===== src/rtl/fmap_stream_tx_if.sv =====
// rtl/fmap_stream_tx_if.sv - activation beat stream from the feature-map streamer to the conv layer
interface fmap_stream_tx_if #(
  parameter int ACTIVATION_BITS = 8
);
  logic [ACTIVATION_BITS-1:0] out_data;
  logic                       out_valid;
  logic                       out_ready;
  logic                       out_eol;
  logic                       out_last;

  modport master (output out_data, output out_valid, output out_eol, output out_last, input out_ready);
  modport slave  (input out_data, input out_valid, input out_eol, input out_last, output out_ready);
endinterface


===== src/rtl/fmap_stream_tx.sv =====
// rtl/fmap_stream_tx.sv - INT8 feature-map reader with zero-pad insertion feeding a valid/ready stream
module fmap_stream_tx #(
  parameter int ACTIVATION_BITS = 8,
  parameter int ADDR_BITS       = 18,
  parameter int DIM_BITS        = 10,
  parameter int CH_BITS         = 8
) (
  input  logic                       clk,
  input  logic                       rst,
  input  logic                       start,
  input  logic [ADDR_BITS-1:0]       cfg_base_addr,
  input  logic [DIM_BITS-1:0]        cfg_width,
  input  logic [DIM_BITS-1:0]        cfg_height,
  input  logic [CH_BITS-1:0]         cfg_channels,
  input  logic [1:0]                 cfg_padding,
  output logic                       busy,
  output logic                       done,
  output logic                       mem_rd_en,
  output logic [ADDR_BITS-1:0]       mem_addr,
  input  logic [ACTIVATION_BITS-1:0] mem_rdata,
  fmap_stream_tx_if.master           out_if
);

  localparam logic [1:0] S_IDLE  = 2'd0;
  localparam logic [1:0] S_RUN   = 2'd1;
  localparam logic [1:0] S_DRAIN = 2'd2;
  localparam logic [1:0] S_FIN   = 2'd3;

  // padded coordinates need one extra bit: W + 2P can exceed 2^DIM_BITS - 1
  localparam int PB = DIM_BITS + 1;

  logic [1:0]           state;
  logic [ADDR_BITS-1:0] next_addr;
  logic [DIM_BITS-1:0]  w_q, h_q;
  logic [CH_BITS-1:0]   c_q, ch;
  logic [1:0]           p_q;
  logic [PB-1:0]        px, py;

  logic pipe_valid, pipe_pad, pipe_eol, pipe_last;

  logic [ACTIVATION_BITS-1:0] fifo_data [4];
  logic [3:0]                 fifo_eol, fifo_last;
  logic [1:0]                 wr_ptr, rd_ptr;
  logic [2:0]                 count;

  logic [PB-1:0] pad_w, w_tot_m1, h_tot_m1;
  logic          x_real, y_real, is_real, x_end, y_end, c_end, el_last;
  logic          credit_ok, issue, push, pop;

  always_comb begin
    pad_w    = PB'(p_q);
    w_tot_m1 = PB'(w_q) + (pad_w << 1) - PB'(1);
    h_tot_m1 = PB'(h_q) + (pad_w << 1) - PB'(1);
    x_real   = (px >= pad_w) && (px < pad_w + PB'(w_q));
    y_real   = (py >= pad_w) && (py < pad_w + PB'(h_q));
    is_real  = x_real && y_real;
    x_end    = (px == w_tot_m1);
    y_end    = (py == h_tot_m1);
    c_end    = (ch == c_q - CH_BITS'(1));
    el_last  = x_end && y_end && c_end;
  end

  // every issued element holds a FIFO slot from issue onward, so a push never hits a full FIFO
  assign credit_ok = ({1'b0, count} + {3'b000, pipe_valid}) < 4'd4;
  assign issue     = (state == S_RUN) && credit_ok;
  assign mem_rd_en = issue && is_real;
  assign mem_addr  = mem_rd_en ? next_addr : '0;

  assign busy = (state == S_RUN) || (state == S_DRAIN);
  assign done = (state == S_FIN);

  assign out_if.out_valid = (count != 3'd0);
  assign out_if.out_data  = out_if.out_valid ? fifo_data[rd_ptr] : '0;
  assign out_if.out_eol   = out_if.out_valid && fifo_eol[rd_ptr];
  assign out_if.out_last  = out_if.out_valid && fifo_last[rd_ptr];

  assign push = pipe_valid;
  assign pop  = out_if.out_valid && out_if.out_ready;

  always_ff @(posedge clk) begin
    if (rst) begin
      state      <= S_IDLE;
      next_addr  <= '0;
      w_q        <= '0;
      h_q        <= '0;
      c_q        <= '0;
      p_q        <= '0;
      px         <= '0;
      py         <= '0;
      ch         <= '0;
      pipe_valid <= 1'b0;
      pipe_pad   <= 1'b0;
      pipe_eol   <= 1'b0;
      pipe_last  <= 1'b0;
      wr_ptr     <= '0;
      rd_ptr     <= '0;
      count      <= '0;
      fifo_eol   <= '0;
      fifo_last  <= '0;
      for (int i = 0; i < 4; i++) fifo_data[i] <= '0;
    end else begin
      case (state)
        S_IDLE: begin
          if (start) begin
            next_addr <= cfg_base_addr;
            w_q       <= cfg_width;
            h_q       <= cfg_height;
            c_q       <= cfg_channels;
            p_q       <= cfg_padding;
            px        <= '0;
            py        <= '0;
            ch        <= '0;
            if (cfg_width == '0 || cfg_height == '0 || cfg_channels == '0) state <= S_FIN;
            else state <= S_RUN;
          end
        end
        S_RUN: begin
          if (issue) begin
            // real elements are visited in memory order, so one running pointer gives the address
            if (is_real) next_addr <= next_addr + ADDR_BITS'(1);
            if (x_end) begin
              px <= '0;
              if (y_end) begin
                py <= '0;
                ch <= ch + CH_BITS'(1);
              end else begin
                py <= py + PB'(1);
              end
            end else begin
              px <= px + PB'(1);
            end
            if (el_last) state <= S_DRAIN;
          end
        end
        S_DRAIN: begin
          if (!pipe_valid && (count == 3'd0 || (count == 3'd1 && pop))) state <= S_FIN;
        end
        default: state <= S_IDLE;
      endcase

      pipe_valid <= issue;
      pipe_pad   <= !is_real;
      pipe_eol   <= x_end;
      pipe_last  <= el_last;

      if (push) begin
        fifo_data[wr_ptr] <= pipe_pad ? '0 : mem_rdata;
        fifo_eol[wr_ptr]  <= pipe_eol;
        fifo_last[wr_ptr] <= pipe_last;
        wr_ptr            <= wr_ptr + 2'd1;
      end
      if (pop) rd_ptr <= rd_ptr + 2'd1;
      count <= count + 3'(push) - 3'(pop);
    end
  end

endmodule


===== src/flat_wrapper.sv =====
// flat-port wrapper written by rule: the top's interface ports become plain ports
module fmap_stream_tx_flat 
#(
  parameter int ACTIVATION_BITS = 8,
  parameter int ADDR_BITS       = 18,
  parameter int DIM_BITS        = 10,
  parameter int CH_BITS         = 8
)
  (clk, rst, start, cfg_base_addr, cfg_width, cfg_height, cfg_channels, cfg_padding, busy, done, mem_rd_en, mem_addr, mem_rdata, out_if_out_data, out_if_out_valid, out_if_out_eol, out_if_out_last, out_if_out_ready);
  fmap_stream_tx_if #(.ACTIVATION_BITS(ACTIVATION_BITS)) out_if_i ();
  input  logic clk;
  input  logic rst;
  input  logic start;
  input  logic [ADDR_BITS-1:0] cfg_base_addr;
  input  logic [DIM_BITS-1:0] cfg_width;
  input  logic [DIM_BITS-1:0] cfg_height;
  input  logic [CH_BITS-1:0] cfg_channels;
  input  logic [1:0] cfg_padding;
  output logic busy;
  output logic done;
  output logic mem_rd_en;
  output logic [ADDR_BITS-1:0] mem_addr;
  input  logic [ACTIVATION_BITS-1:0] mem_rdata;
  output wire logic [$bits(out_if_i.out_data)-1:0] out_if_out_data;
  output wire logic [$bits(out_if_i.out_valid)-1:0] out_if_out_valid;
  output wire logic [$bits(out_if_i.out_eol)-1:0] out_if_out_eol;
  output wire logic [$bits(out_if_i.out_last)-1:0] out_if_out_last;
  input wire logic [$bits(out_if_i.out_ready)-1:0] out_if_out_ready;
  assign out_if_out_data = out_if_i.out_data;
  assign out_if_out_valid = out_if_i.out_valid;
  assign out_if_out_eol = out_if_i.out_eol;
  assign out_if_out_last = out_if_i.out_last;
  assign out_if_i.out_ready = out_if_out_ready;
  fmap_stream_tx #(.ACTIVATION_BITS(ACTIVATION_BITS), .ADDR_BITS(ADDR_BITS), .DIM_BITS(DIM_BITS), .CH_BITS(CH_BITS)) u_core (.clk(clk), .rst(rst), .start(start), .cfg_base_addr(cfg_base_addr), .cfg_width(cfg_width), .cfg_height(cfg_height), .cfg_channels(cfg_channels), .cfg_padding(cfg_padding), .busy(busy), .done(done), .mem_rd_en(mem_rd_en), .mem_addr(mem_addr), .mem_rdata(mem_rdata), .out_if(out_if_i));
endmodule

===== config.mk =====
export PLATFORM = sky130hd
export DESIGN_NAME = fmap_stream_tx_flat
export DESIGN_NICKNAME = d
export VERILOG_FILES = /design/src/rtl/fmap_stream_tx_if.sv /design/src/rtl/fmap_stream_tx.sv /design/src/flat_wrapper.sv
export SDC_FILE = /design/constraint.sdc
export NUM_CORES = 1
export LEC_CHECK = 0
export ABC_AREA = 1
export CORE_UTILIZATION = 25
export CTS_BUF_LIST = sky130_fd_sc_hd__clkbuf_4 sky130_fd_sc_hd__clkbuf_8
export CTS_CLUSTER_DIAMETER = 200
export DETAILED_ROUTE_END_ITERATION = 10
export PLACE_DENSITY_LB_ADDON = 0.12
export SLEW_MARGIN = 10
export SYNTH_ARGS = -nofsm -noshare
export SYNTH_HDL_FRONTEND = slang
export SYNTH_SLANG_ARGS = --single-unit
export TNS_END_PERCENT = 50

===== constraint.sdc =====
create_clock -name clk -period 5.81 [get_ports clk]
set_clock_uncertainty 0.05 [all_clocks]
set_input_delay 0.8715 -clock clk [delete_from_list [all_inputs] [get_ports clk]]
set_output_delay 0.8715 -clock clk [all_outputs]
set_load 0.01 [all_outputs]

Word level (Yosys, flattened, before mapping)

Memory sizes are Yosys's and may differ from the RTL's. A register that Yosys moved wholly into a read port is not among the register bits.
Cells that the tools add are included.

Equal/unequal tests: 14
$lt $le $gt $ge: 8
Reduce and logical (&&, ||, !) cells: 33
Mux-type cells: 44
Add/subtract/negate cells: 16

Operators with widths:

| operator                                                                | count |
|---|---|
| 18-bit 2-to-1 mux                                                       | 4 |
| 11-bit 2-to-1 mux                                                       | 6 |
| 8-bit 2-to-1 mux                                                        | 7 |
| 11-bit one-hot mux with 2 select lines                                  | 2 |
| 18-bit one-hot mux with 2 select lines                                  | 1 |
| 10-bit by 3-bit adder with 11-bit output                                | 2 |
| 11-bit by 1-bit adder with 11-bit output, second input constant         | 2 |
| 2-bit by 10-bit adder with 11-bit output                                | 2 |
| 11-bit equality test                                                    | 2 |
| 11-bit by 2-bit >= comparator with 1-bit output                         | 2 |
| 11-bit < comparator                                                     | 2 |
| 11-bit by 1-bit subtractor with 11-bit output, second input constant    | 2 |
| 10-bit zero test                                                        | 2 |
| 18-bit by 1-bit adder with 18-bit output, second input constant         | 1 |
| 2-bit 2-to-1 mux                                                        | 8 |
| 8-bit one-hot mux with 2 select lines                                   | 1 |
| 1-bit logical AND                                                       | 13 |
| 4-bit AND reduction                                                     | 3 |
| 2-bit by 1-bit inequality test with 1-bit output, second input constant | 5 |
| 1-bit 2-to-1 mux                                                        | 9 |
| 8-bit by 1-bit adder with 8-bit output, second input constant           | 1 |
| 4-bit bitwise mux                                                       | 2 |
| 8-bit equality test                                                     | 1 |
| 8-bit zero test                                                         | 1 |
| other kinds (25)                                                        | 34 |

Logic and storage cells: 134
Register bits: 99
Bits in writable memories: 32
Memories kept: 1
Bits of input ports: 60

Memories:

| memory           | words | width | read ports | clocked after Yosys merged registers in | write ports | RTL line             | source |
|---|---|---|---|---|---|---|---|
| u_core.fifo_data | 4     | 8     | 1          | 1                                       | 4           | fmap_stream_tx.sv:41 | `logic [ACTIVATION_BITS-1:0] fifo_data [4];` |

Depth between registers and ports, before layout

Depth after elaboration: 8
Depth in mapped cells: 22
Mapped depth without buffers: 22

Worst setup path before layout

Ideal clock, no wire load.

Path kind: flip-flop to output port
Start point: register u_core.p_q[0]
End point: output mem_addr[10]
Stages on the path, launching flop included: 16
Path buffers: 1
Path slack: 1.955 ns
Arrival time: 2.934 ns
Data required time: 4.889 ns
Cell sequence: dfxtp_1 -> ha_1 -> fa_1 -> nand3_1 -> nor2_1 -> xor2_1 -> ha_1 -> a21oi_1 -> o21a_1 -> o211ai_1 -> nor2_1 -> nand2_1 -> nor2_1 -> clkinv_1 -> buf_2 -> nor2_1

Cells in the longest elaborated chain, start to end: 6
Elaborated cells on any way between the ends: 11

Ends and longest elaborated chain:

| item                                                               | RTL line                                   | source |
|---|---|---|
| start, declared                                                    | fmap_stream_tx.sv:36                       | `logic [1:0] p_q;` |
| start signal, assigned                                             | fmap_stream_tx.sv:109                      | `p_q <= cfg_padding;` |
| 2-bit by 10-bit adder with 11-bit output, on equally long branches | fmap_stream_tx.sv:54, fmap_stream_tx.sv:55 |  |
| 11-bit < comparator, on equally long branches                      | fmap_stream_tx.sv:54, fmap_stream_tx.sv:55 |  |
| 1-bit logical AND, on equally long branches                        | fmap_stream_tx.sv:54, fmap_stream_tx.sv:55 |  |
| 1-bit logical AND *                                                | fmap_stream_tx.sv:56                       | `is_real = x_real && y_real;` |
| 1-bit logical AND *                                                | fmap_stream_tx.sv:66                       | `assign mem_rd_en = issue && is_real;` |
| net mem_rd_en                                                      | flat_wrapper.sv:21                         | `output logic mem_rd_en;` |
| 18-bit 2-to-1 mux *                                                | fmap_stream_tx.sv:67                       | `assign mem_addr = mem_rd_en ? next_addr : '0;` |
| end, declared                                                      | flat_wrapper.sv:22                         | `output logic [ADDR_BITS-1:0] mem_addr;` |

The timed path passes the listed nets; every way through them passes the cells marked *.

Worst setup path after layout

Start point: register u_core.p_q[0]
End point: output mem_addr[6]

Cells in the longest elaborated chain, start to end: 6
Elaborated cells on any way between the ends: 11

Ends and longest elaborated chain:

| item                                                               | RTL line |
|---|---|
| 2-bit by 10-bit adder with 11-bit output, on equally long branches | fmap_stream_tx.sv:54, fmap_stream_tx.sv:55 |
| 11-bit < comparator, on equally long branches                      | fmap_stream_tx.sv:54, fmap_stream_tx.sv:55 |
| 1-bit logical AND, on equally long branches                        | fmap_stream_tx.sv:54, fmap_stream_tx.sv:55 |
| 1-bit logical AND *                                                | fmap_stream_tx.sv:56 |
| 1-bit logical AND *                                                | fmap_stream_tx.sv:66 |
| 18-bit 2-to-1 mux *                                                | fmap_stream_tx.sv:67 |

Every way passes the cells marked *; elsewhere a longest branch is shown, timed or not.

==> impl_metrics.tcl <==
set metrics [dict create \
    min_path_type "reg2reg" \
    cp_data_required_time_ps 4890 \
    finalMaxSlewViolations 0 \
    fin_crit_sh 0.907 \
    portBuffers 91 \
    cpMaxStageDelayCell "clkdlybuf4s50_1" \
    synthArstFlopShare 0 \
    crit_chain "ha_1, fa_1, nand3_1, nor2_1, xor2_1, ha_1, a21oi_1, o21a_1, o211ai_1, nor2_1, nand2_1, nor2_1, clkinv_1, nor2_1, clkdlybuf4s50_1" \
    grt_antenna_before_repair 0 \
    setup_viol_count_final 0 \
    via_per_inst 4.47 \
    coreArea_um2 36600 \
    synth_cell_types 51 \
    seqCellArea_um2 2980 \
    irDropWorstVdd_mv 0.262 \
    cts_resized 0 \
    nets 1535 \
    start_util 0.254 \
    synth_edf_count 32 \
    remaining_drc_errors 0 \
    relSlewSlack 0.358 \
    ys.flop_type "dfxtp_1" \
    cpMostUsedCell "nor2_1" \
    grt_max_degree 60 \
    insertion_delay_ps 450 \
    switchingPower_uw 2260 \
    cts_tree "done" \
    dpl.cell_count 1841 \
    netlist_top_cells_area "dfxtp_1 (22%), ha_1 (11%), edfxtp_1 (10%), nand2_1 (9.6%), nor2_1 (8.5%)" \
    cts_buffer_depth 2 \
    drt_wl_total_mm 26.7 \
    dpl.hpwl_mm 20.7 \
    grt_pass1_vias 8309 \
    fin_tns_setup_ps 0 \
    fin_crit_ps 5270 \
    fin_util 0.303 \
    area_growth_pct 19.7 \
    tightest_slew_ps 960 \
    combinationalPowerShare 0.542 \
    syn_nets 1452 \
    internal_power_uw 2470 \
    finalHoldViolCount 0 \
    gp_congestion 0.802 \
    num_vias 8374 \
    grt-ovfl-total 0 \
    cp-start-kind "register" \
    top_level_ports 92 \
    synth-seq-cells 133 \
    critPathTopFamily "simple AND/OR/NAND/NOR gates" \
    n_antenna_cell 0 \
    clockPowerShare 0.183 \
    wl_per_cell_um 14.2 \
    postCtsHoldBufs 0 \
    rows 70 \
    drtIter0Drc 391 \
    syn_inst 1309 \
    cpPeakStageDelay_ps 570 \
    multiInputGateArea_um2 5520 \
    root_buffer "clkbuf_8" \
    p_leak_uw 0.00469 \
    clk_pin_slew_worst_paths_ps 80 \
    cts_sinks 133 \
    yosysSeqAreaShare 0.321 \
    path_buf_inv 2 \
    cp-end-kind "primary output" \
    layout_commonest_cell "nand2_1" \
    rsz0062_at_grt "no" \
    cap_violations 0 \
    fp.dieW_um 195 \
    ys_warn_count 0 \
    cts_setup_buffers 0 \
    antenna_left 0 \
    grt.total_usage 0.144 \
    final-instance-count-excl-fill 1873 \
    syn_area_um2 9280 \
    grt_pass1_wl_mm 43.4 \
    yosys.area.top_type_share 0.218 \
    p_sw_frac 0.478 \
    die_area_um2 37900 \
    outcome "completed" \
    h-tree-depth 4 \
    crit_fanout 18 \
    power_density_nw_per_um2 425 \
    layout-drive-gt1-share 0.0441 \
    final_cell_mix "nand2_1 (237), nor2_1 (209), inv_1 (165)" \
    n_fill_cell 4039 \
    cp.arrival_ps 4350 \
    worstSetupPathType "reg2out" \
    fp.dieH_um 195 \
    cts_buffers 17 \
    yosysTopAreaCell "dfxtp_1" \
    fmax_ghz 0.190 \
    p_seq_frac 0.275 \
    avgSynthCellArea_um2 7.09 \
    drt_pre_antenna_iters 5 \
]
## state kept, by name, summed over array words and instances, names as in the netlist, 3 cells and up, named ones only
register,count
u_core.count,3
u_core.w_q,10
u_core.fifo_eol,4
u_core.c_q,8
u_core.py,11
u_core.ch,8
u_core.fifo_data,32
u_core.next_addr,18
u_core.px,11
u_core.h_q,10
u_core.fifo_last,4
## worst min-delay path: cells and delay by family (launching register included)
kind                   cells  cell delay [ps]
DFF                        1              310
buffers and inverters      1               70
AOI/OAI and AO/OA          1               50
## path summary, 6_finish.rpt
path | start | to | cells past startpoint | slack (ps)
max reg2reg | u_core.p_q[0] | u_core.next_addr[17] | 14 | 2160
min | u_core.c_q[7] | u_core.c_q[7] | 2 | 430
max | u_core.p_q[0] | mem_addr[6] | 15 | 540
min reg2reg | u_core.c_q[7] | u_core.c_q[7] | 2 | 430
## power by group through the flow
stage	Combinational, uW	Clock (uW)	Sequential, uW
2_1_floorplan	1930	0	1250
3_3_place_gp	2610	0	1330
3_5_place_dp	2600	0	1320
4_1_cts	2610	899	1300
5_1_grt	2950	935	1330
6_report	2560	863	1300
## synthesized netlist by cell type, types with 3 or more instances
cell type,instances
nor3_2,3
xor2_1,49
o21a_1,9
nand3_1,89
clkbuf_1,24
nand3b_1,9
o211a_1,5
edfxtp_1,32
inv_1,165
nor2_1,209
ha_1,78
o21ai_0,91
nand4_1,17
nand2_1,237
nor3_1,13
dfxtp_1,101
fa_1,5
xnor2_1,21
nor4_1,10
nor3b_1,3
nand2_2,5
buf_4,4
buf_2,3
a21oi_1,86
## metrics by stage
stage	setup WS [ps]	power (uW)	area (um2)	hold slack, ps
final	541	4720	11100	428
after global routing	164	5210	11100	457
after CTS	429	4820	11100	438
after detailed placement	962	3930	10700	419
after global placement	1080	3930	10700	414
after floorplan	1950	3190	9280	391
## final cells by class
cell class                      count  area share
Timing Repair Buffer               98      0.0867
Clock inverter                     15      0.0179
Sequential cell                   133       0.268
Tap cell                          468      0.0527
Clock buffer                       17      0.0211
Multi-Input combinational cell    974       0.496
Inverter                          168      0.0568
## metal layers
layer | track usage | share of wire
met1 | 0.188 | 0.50
met2 | 0.246 | 0.47
met3 | 0.0193 | 0.020
met4 | 0.0382 | 0.012
met5 | 0 | 0
## logic make-up (layout without fill, tap and decap cells)
logic type,after synthesis,after routing,share of synthesized area
and+or+nand+nor,605,605,0.279
adders and majority gates,83,83,0.116
xor gates and xnor gates,71,71,0.0685
DFF,133,133,0.321
muxes,2,2,0.00216
buffers and inverters,202,298,0.0845
AOI/OAI and AO/OA,213,213,0.128
(Power assumes the default switching activity.)
